`config.mk`:
```
export PLATFORM = sky130hd
export DESIGN_NAME = freq_wave_gen
export DESIGN_NICKNAME = d
export VERILOG_FILES = /design/src/rtl/freq_wave_gen.sv
export SDC_FILE = /design/constraint.sdc
export NUM_CORES = 1
export LEC_CHECK = 0
export CORE_ASPECT_RATIO = 1.1
export CORE_UTILIZATION = 55
export DETAILED_ROUTE_END_ITERATION = 8
export HOLD_SLACK_MARGIN = 0.15
export PLACE_DENSITY = 0.82
export RECOVER_POWER = 100
export SLEW_MARGIN = 15
export SYNTH_ARGS = -nofsm -noshare
export SYNTH_HDL_FRONTEND = slang
export SYNTH_SLANG_ARGS = --single-unit
```
`constraint.sdc`:
```
create_clock -name clk -period 2.6 [get_ports clk]
set_clock_uncertainty 0.05 [all_clocks]
set_input_delay 0.39 -clock clk [delete_from_list [all_inputs] [get_ports clk]]
set_output_delay 0.39 -clock clk [all_outputs]
set_load 0.01 [all_outputs]
```
`src/rtl/freq_wave_gen.sv`:
```
// Square-wave synthesiser: prescaled phase accumulator driven by a clamped frequency code.
// Optional triangle output enabled by defining TRI_OUT_EN.
module freq_wave_gen #(
    parameter int ACC_W    = 12,
    parameter int PRESCALE = 4,
    parameter int FREQ_MAX = 99
) (
    input  logic       clk,
    input  logic       rst,
    input  logic [7:0] freq,
    input  logic       enable,
    output logic       wave_out,
    output logic       sync_pulse,
    output logic       active,
    output logic [7:0] freq_applied
`ifdef TRI_OUT_EN
    ,
    output logic [7:0] tri_out
`endif
);

    localparam int         PRE_W    = (PRESCALE > 1) ? $clog2(PRESCALE) : 1;
    localparam logic [7:0] FREQ_CAP = 8'(FREQ_MAX);

    typedef enum logic {IDLE, RUN} state_t;

    state_t             state_reg, state_next;
    logic [ACC_W-1:0]   acc_reg, acc_next;
    logic [PRE_W-1:0]   pre_cnt_reg, pre_cnt_next;
    logic [7:0]         freq_q_reg, freq_q_next;
    logic [7:0]         inc_reg, inc_next;
    logic [7:0]         freq_applied_reg, freq_applied_next;
    logic               sync_reg, sync_next;
    logic [ACC_W:0]     sum;
    logic               tick;

    assign tick = (pre_cnt_reg == PRE_W'(PRESCALE - 1));
    assign sum  = {1'b0, acc_reg} + {{(ACC_W - 7){1'b0}}, inc_reg};

    always_ff @(posedge clk or posedge rst) begin
        if (rst) begin
            state_reg        <= IDLE;
            acc_reg          <= '0;
            pre_cnt_reg      <= '0;
            freq_q_reg       <= '0;
            inc_reg          <= '0;
            freq_applied_reg <= '0;
            sync_reg         <= 1'b0;
        end else begin
            state_reg        <= state_next;
            acc_reg          <= acc_next;
            pre_cnt_reg      <= pre_cnt_next;
            freq_q_reg       <= freq_q_next;
            inc_reg          <= inc_next;
            freq_applied_reg <= freq_applied_next;
            sync_reg         <= sync_next;
        end
    end

    always_comb begin
        state_next        = state_reg;
        acc_next          = acc_reg;
        pre_cnt_next      = pre_cnt_reg;
        inc_next          = inc_reg;
        freq_applied_next = freq_applied_reg;
        sync_next         = 1'b0;
        freq_q_next       = (freq > FREQ_CAP) ? FREQ_CAP : freq;

        case (state_reg)
            IDLE: begin
                acc_next     = '0;
                pre_cnt_next = '0;
                if (enable && freq_q_reg != 8'd0) begin
                    state_next        = RUN;
                    inc_next          = freq_q_reg;
                    freq_applied_next = freq_q_reg;
                end
            end
            RUN: begin
                if (tick) begin
                    pre_cnt_next = '0;
                    acc_next     = sum[ACC_W-1:0];
                    if (sum[ACC_W]) begin
                        sync_next = 1'b1;
                        // Stop wins over a pending increment change at the same wrap.
                        if (!enable || freq_q_reg == 8'd0) begin
                            state_next = IDLE;
                            acc_next   = '0;
                        end else if (freq_q_reg != inc_reg) begin
                            inc_next          = freq_q_reg;
                            freq_applied_next = freq_q_reg;
                        end
                    end
                end else begin
                    pre_cnt_next = pre_cnt_reg + PRE_W'(1);
                end
            end
            default: begin
                state_next = IDLE;
                acc_next   = '0;
            end
        endcase
    end

    assign wave_out     = acc_reg[ACC_W-1];
    assign sync_pulse   = sync_reg;
    assign active       = (state_reg == RUN);
    assign freq_applied = freq_applied_reg;

`ifdef TRI_OUT_EN
    logic [6:0] tri_t;
    assign tri_t = acc_reg[ACC_W-2 -: 7];

    // Fold the falling half so the ramp mirrors the rising half.
    always_comb begin
        tri_out = 8'd0;
        if (state_reg == RUN) begin
            if (acc_reg[ACC_W-1])
                tri_out = 8'hFF - {tri_t, 1'b0};
            else
                tri_out = {tri_t, 1'b0};
        end
    end
`endif

endmodule

```
Yosys cells after proc, flatten, opt, wreduce, memory -nomap -nowiden --
Cells that the tools add are included.
Cells by class: equality and inequality tests 7, magnitude comparators 1, add/subtract/negate cells 2, muxes and demuxes 21, reductions and logical operators 6, bitwise operators 1
Operators with widths (number):
- two-way mux 8 bit | 6
- two-way mux 12 bit | 3
- case mux 12 bit (2 select lines) | 1
- case mux 8 bit (2 select lines) | 1
- adder 12 x 8 -> 13 bit | 1
- greater-than comparator 8 x 7 -> 1 bit, second input constant | 1
- zero test 8 bit | 1
- inequality test 8 bit | 1
- nonzero test 8 bit | 1
- two-way mux 1 bit | 7
- inequality test 2 x 1 -> 1 bit, second input constant | 3
- AND reduction 5 bit | 1
- inequality test 2 bit, second input constant | 2
- case mux 2 bit (2 select lines) | 1
- adder 2 x 1 -> 2 bit, second input constant | 1
- == test 2 bit, second input constant | 1
- two-way mux 2 bit | 1
- case mux 1 bit (2 select lines) | 1
- logical AND 1 bit | 1
- zero test 1 bit | 1
- logical OR 1 bit | 1
- inverter 1 bit | 1
Word-level totals: word-level logic and storage cells 44, input bits 11, bits in registers 32, output and inout bits 11

Logic depth before layout (Yosys ltp) --
depth in word-level cells 6, gate-level depth with buffers 8, depth with buffers taken out 7

Worst setup path before layout --
Ideal clock, no wire load.
path type register to register, from register, netlist name freq_applied[0], to register freq_applied_reg[0], in the netlist freq_applied[0], buffers on the path 1, data required time 2.446 ns, cell stages (with the launch flop) 9, path slack 0.181 ns, library setup time 0.104 ns, data arrival time 2.265 ns, period minus slack after synthesis 2.419 ns, cell sequence dfrtp_1 -> ha_1 -> fa_1 -> a211oi_1 -> nor4_1 -> o21ai_2 -> clkbuf_1 -> nand2_1 -> o311ai_1
RTL lines:
- to (signal assigned) | RTL line 55 | freq_applied_reg <= freq_applied_next;
- to (decl) | RTL line 32 | logic [7:0] freq_applied_reg, freq_applied_next;

==> flow_metrics.py <==
metrics = {
    "run_status": {
        "status": "complete, but fails checks",
        "violations": "capacitance limit, slew limit",
    },
    "grt": {
        "gr-total-overflow": 0,
        "grt.total_usage_pct": 26.2,
        "grt_pass1_wl_um": 7490,
        "grt_pass1_vias": 1765,
        "grt_max_degree": 33,
        "antenna_found_initial": 0,
    },
    "sta": {
        "report.final.hold_viol_count": 0,
        "worst_pin_slew_ps": 1690,
        "worst_slack_ps": 247,
        "fmax_mhz": 425,
        "rsz0062_at_grt": "false",
        "slew_headroom_pct": -12.5,
        "fin_crit_sh_pct": 90.5,
        "slew_violations": 33,
        "tns_ps": 0,
        "setup_viol": 0,
        "fin_crit_ps": 2350,
    },
    "critical_path": {
        "worstPathMaxFanout": 18,
        "required_ps": 2780,
        "critPathCaptureType": "flip-flop",
        "path_class": "flip-flop to flip-flop",
        "reg2reg_slack_ps": 250,
        "arrival_ps": 2530,
        "startpoint_type": "flip-flop",
    },
    "detailed_routing": {
        "dr_total_vias": 1743,
        "wl_um": 4480,
        "drt_iter0_markers": 128,
        "ant_nets": 0,
        "drc": 0,
        "dr.pass1.iters": 4,
        "avgViaCountPerCell": 6.23,
        "wire_per_inst_um": 16.0,
    },
    "clock_tree": {
        "clockBufferDepth": 2,
        "cts_tree": "done",
        "hold_buffers": 0,
        "cts_sinks": 32,
        "post_cts_resized": 0,
        "cts.clk_slew.worst_paths_ps": 100,
        "cts_inserted_buffers": 5,
        "postCtsSetupRepairBufs": 0,
        "cts_root_buf": "clkbuf_4",
        "clk_latency_ps": 340,
        "h-tree-depth": 2,
    },
    "min_path": {
        "hold_class": "flip-flop to flip-flop",
    },
    "synth": {
        "ys_top_cells_by_area": "dfrtp_1 41%, ha_1 5.7%, xnor2_1 5.3%",
        "yosys_warnings": 0,
        "synth_top_area_cell": "dfrtp_1",
        "syn_inst": 205,
        "yosysUniqueCellTypes": 44,
        "synth_top_area_share_pct": 40.5,
        "synth.cell_area_um2": 1980,
        "synth-seq-area-share_pct": 40.5,
        "syn_nets": 226,
        "ys_ff_latch": 32,
        "syn_avg_cell_area_um2": 9.64,
    },
    "die": {
        "rows": 22,
        "die_x_um": 59.1,
        "design.die.area_um2": 3840,
        "io_pins": 22,
        "start_util_pct": 58.4,
        "die_h_um": 64.9,
        "design.core.area_um2": 3390,
    },
    "power_and_ir_drop": {
        "peakVddDrop_mv": 0.451,
        "p_leak_nw": 0.976,
        "power_density_nw_per_um2": 1260,
    },
    "placement": {
        "io_buffers": 21,
        "place_hpwl_um": 3140,
        "place_congestion": 0.945,
        "place_ws_ps": 177,
    },
    "flow_run": {
        "maxCapViolations": 1,
    },
    "layout": {
        "largest_reg_flops": 12,
        "nFillCells": 251,
        "drive_gt1_share_pct": 9.48,
        "nNetsFinal": 252,
        "diodes": 0,
        "area_growth_pct": 19.1,
    },
}
cells by family (layout without fill, tap and decap cells):
kind of cell,Yosys count,after routing,share of synthesized area [%]
simple gates,79,79,21.0
compound gates,56,56,22.4
flops,32,32,40.5
xor+xnor,15,15,6.65
buf+inv,12,39,2.47
fa+ha+maj,10,10,6.71
other cells,1,1,0.190
cells in the mapped netlist, drive strengths merged:
master and instances:
buf 4, nand4 4, a32o 5, o2111ai 2, a21oi 9, a211o 1
and2 14, o311ai 9, o22ai 1, and3 9, xnor2 12, a31oi 4
o21ai 6, o211ai 2, nand2b 3, conb 1, a21o 6, nor3 1
dfrtp 32, nand3 5, o21bai 1, or4 3, a221oi 8, nor2 9
inv 4, and4 1, or2 2, clkbuf 4, nand2 25, or3 2
ha 9, nor4 1, xor2 3, fa 1, a211oi 2
final timing paths:
| path | startpoint | end | cells past startpoint |
|---|---|---|---|
| min in group asynchronous | rst | freq_applied[6] | 3 |
| worst min-delay path | pre_cnt_reg[0] | pre_cnt_reg[0] | 1 |
| max in group asynchronous | rst | freq_applied[2] | 3 |
| worst min register to register | pre_cnt_reg[0] | pre_cnt_reg[0] | 1 |
| worst max register to register | freq_applied[5] | freq_applied[7] | 6 |
| worst max-delay path | freq_applied[5] | freq_applied[7] | 6 |
cells in the final DEF, fill, tap and decap left out, types with 5 or more instances in the layout:
cell type        instances
xnor2_1                 12
clkdlybuf4s50_1          6
dlygate4sd3_1           15
buf_4                    5
a221oi_1                 8
dfrtp_1                 32
and2_0                   5
ha_1                     9
a21o_1                   6
nand3_1                  5
a21oi_1                  9
nand2_1                 25
clkbuf_4                 5
nor2_1                   9
o311ai_0                 5
and2_1                   9
a32o_1                   5
and3_1                   9
layout make-up:
type                            instances  area, um2  area share [%]
Sequential cell                        32        801            34.0
Tap cell                               48       60.1            2.55
Multi-Input combinational cell        161       1130            48.1
Clock inverter                          1       30.0            1.28
Timing Repair Buffer                   27        251            10.7
Clock buffer                            7       65.1            2.76
Inverter                                4       15.0           0.638
per-layer routing:
metal	up-vias	wire length [um]	global-route usage, %
li1	824	-	-
met1	834	1840	29.9
met2	75	2260	43.9
met3	10	290	6.99
met4	0	86	14.0
met5	-	0	0
through the flow:
stage          std cells  hold slack [ps]  instance area [um2]  total power [W]  utilization, %
2_1_floorplan        205              353                 1980          0.00207               -
3_3_place_gp         272              364                 2260          0.00244            66.7
3_5_place_dp         272              370                 2260          0.00250            66.7
4_1_cts              280              375                 2350          0.00295            69.5
5_1_grt              280              396                 2350          0.00317            69.5
6_report             280              378                 2350          0.00296            69.5
worst max-delay path, cell delays in order, from the launching register on:
cell      delay, ps
dfrtp_1         450
ha_1            440
nand3_1         140
nor4_1          500
o21ai_2         110
buf_4           210
o311ai_0        330
where the power goes:
part           switching (W)  internal [W]  leakage, nW  total [W]
logic               0.000902      0.000784        0.572    0.00169
clock network       0.000182      0.000255       0.0515   0.000438
registers           0.000173      0.000660        0.352   0.000833
total                0.00126       0.00170        0.976    0.00296
No activity file was read; power rests on OpenSTA's default activity.
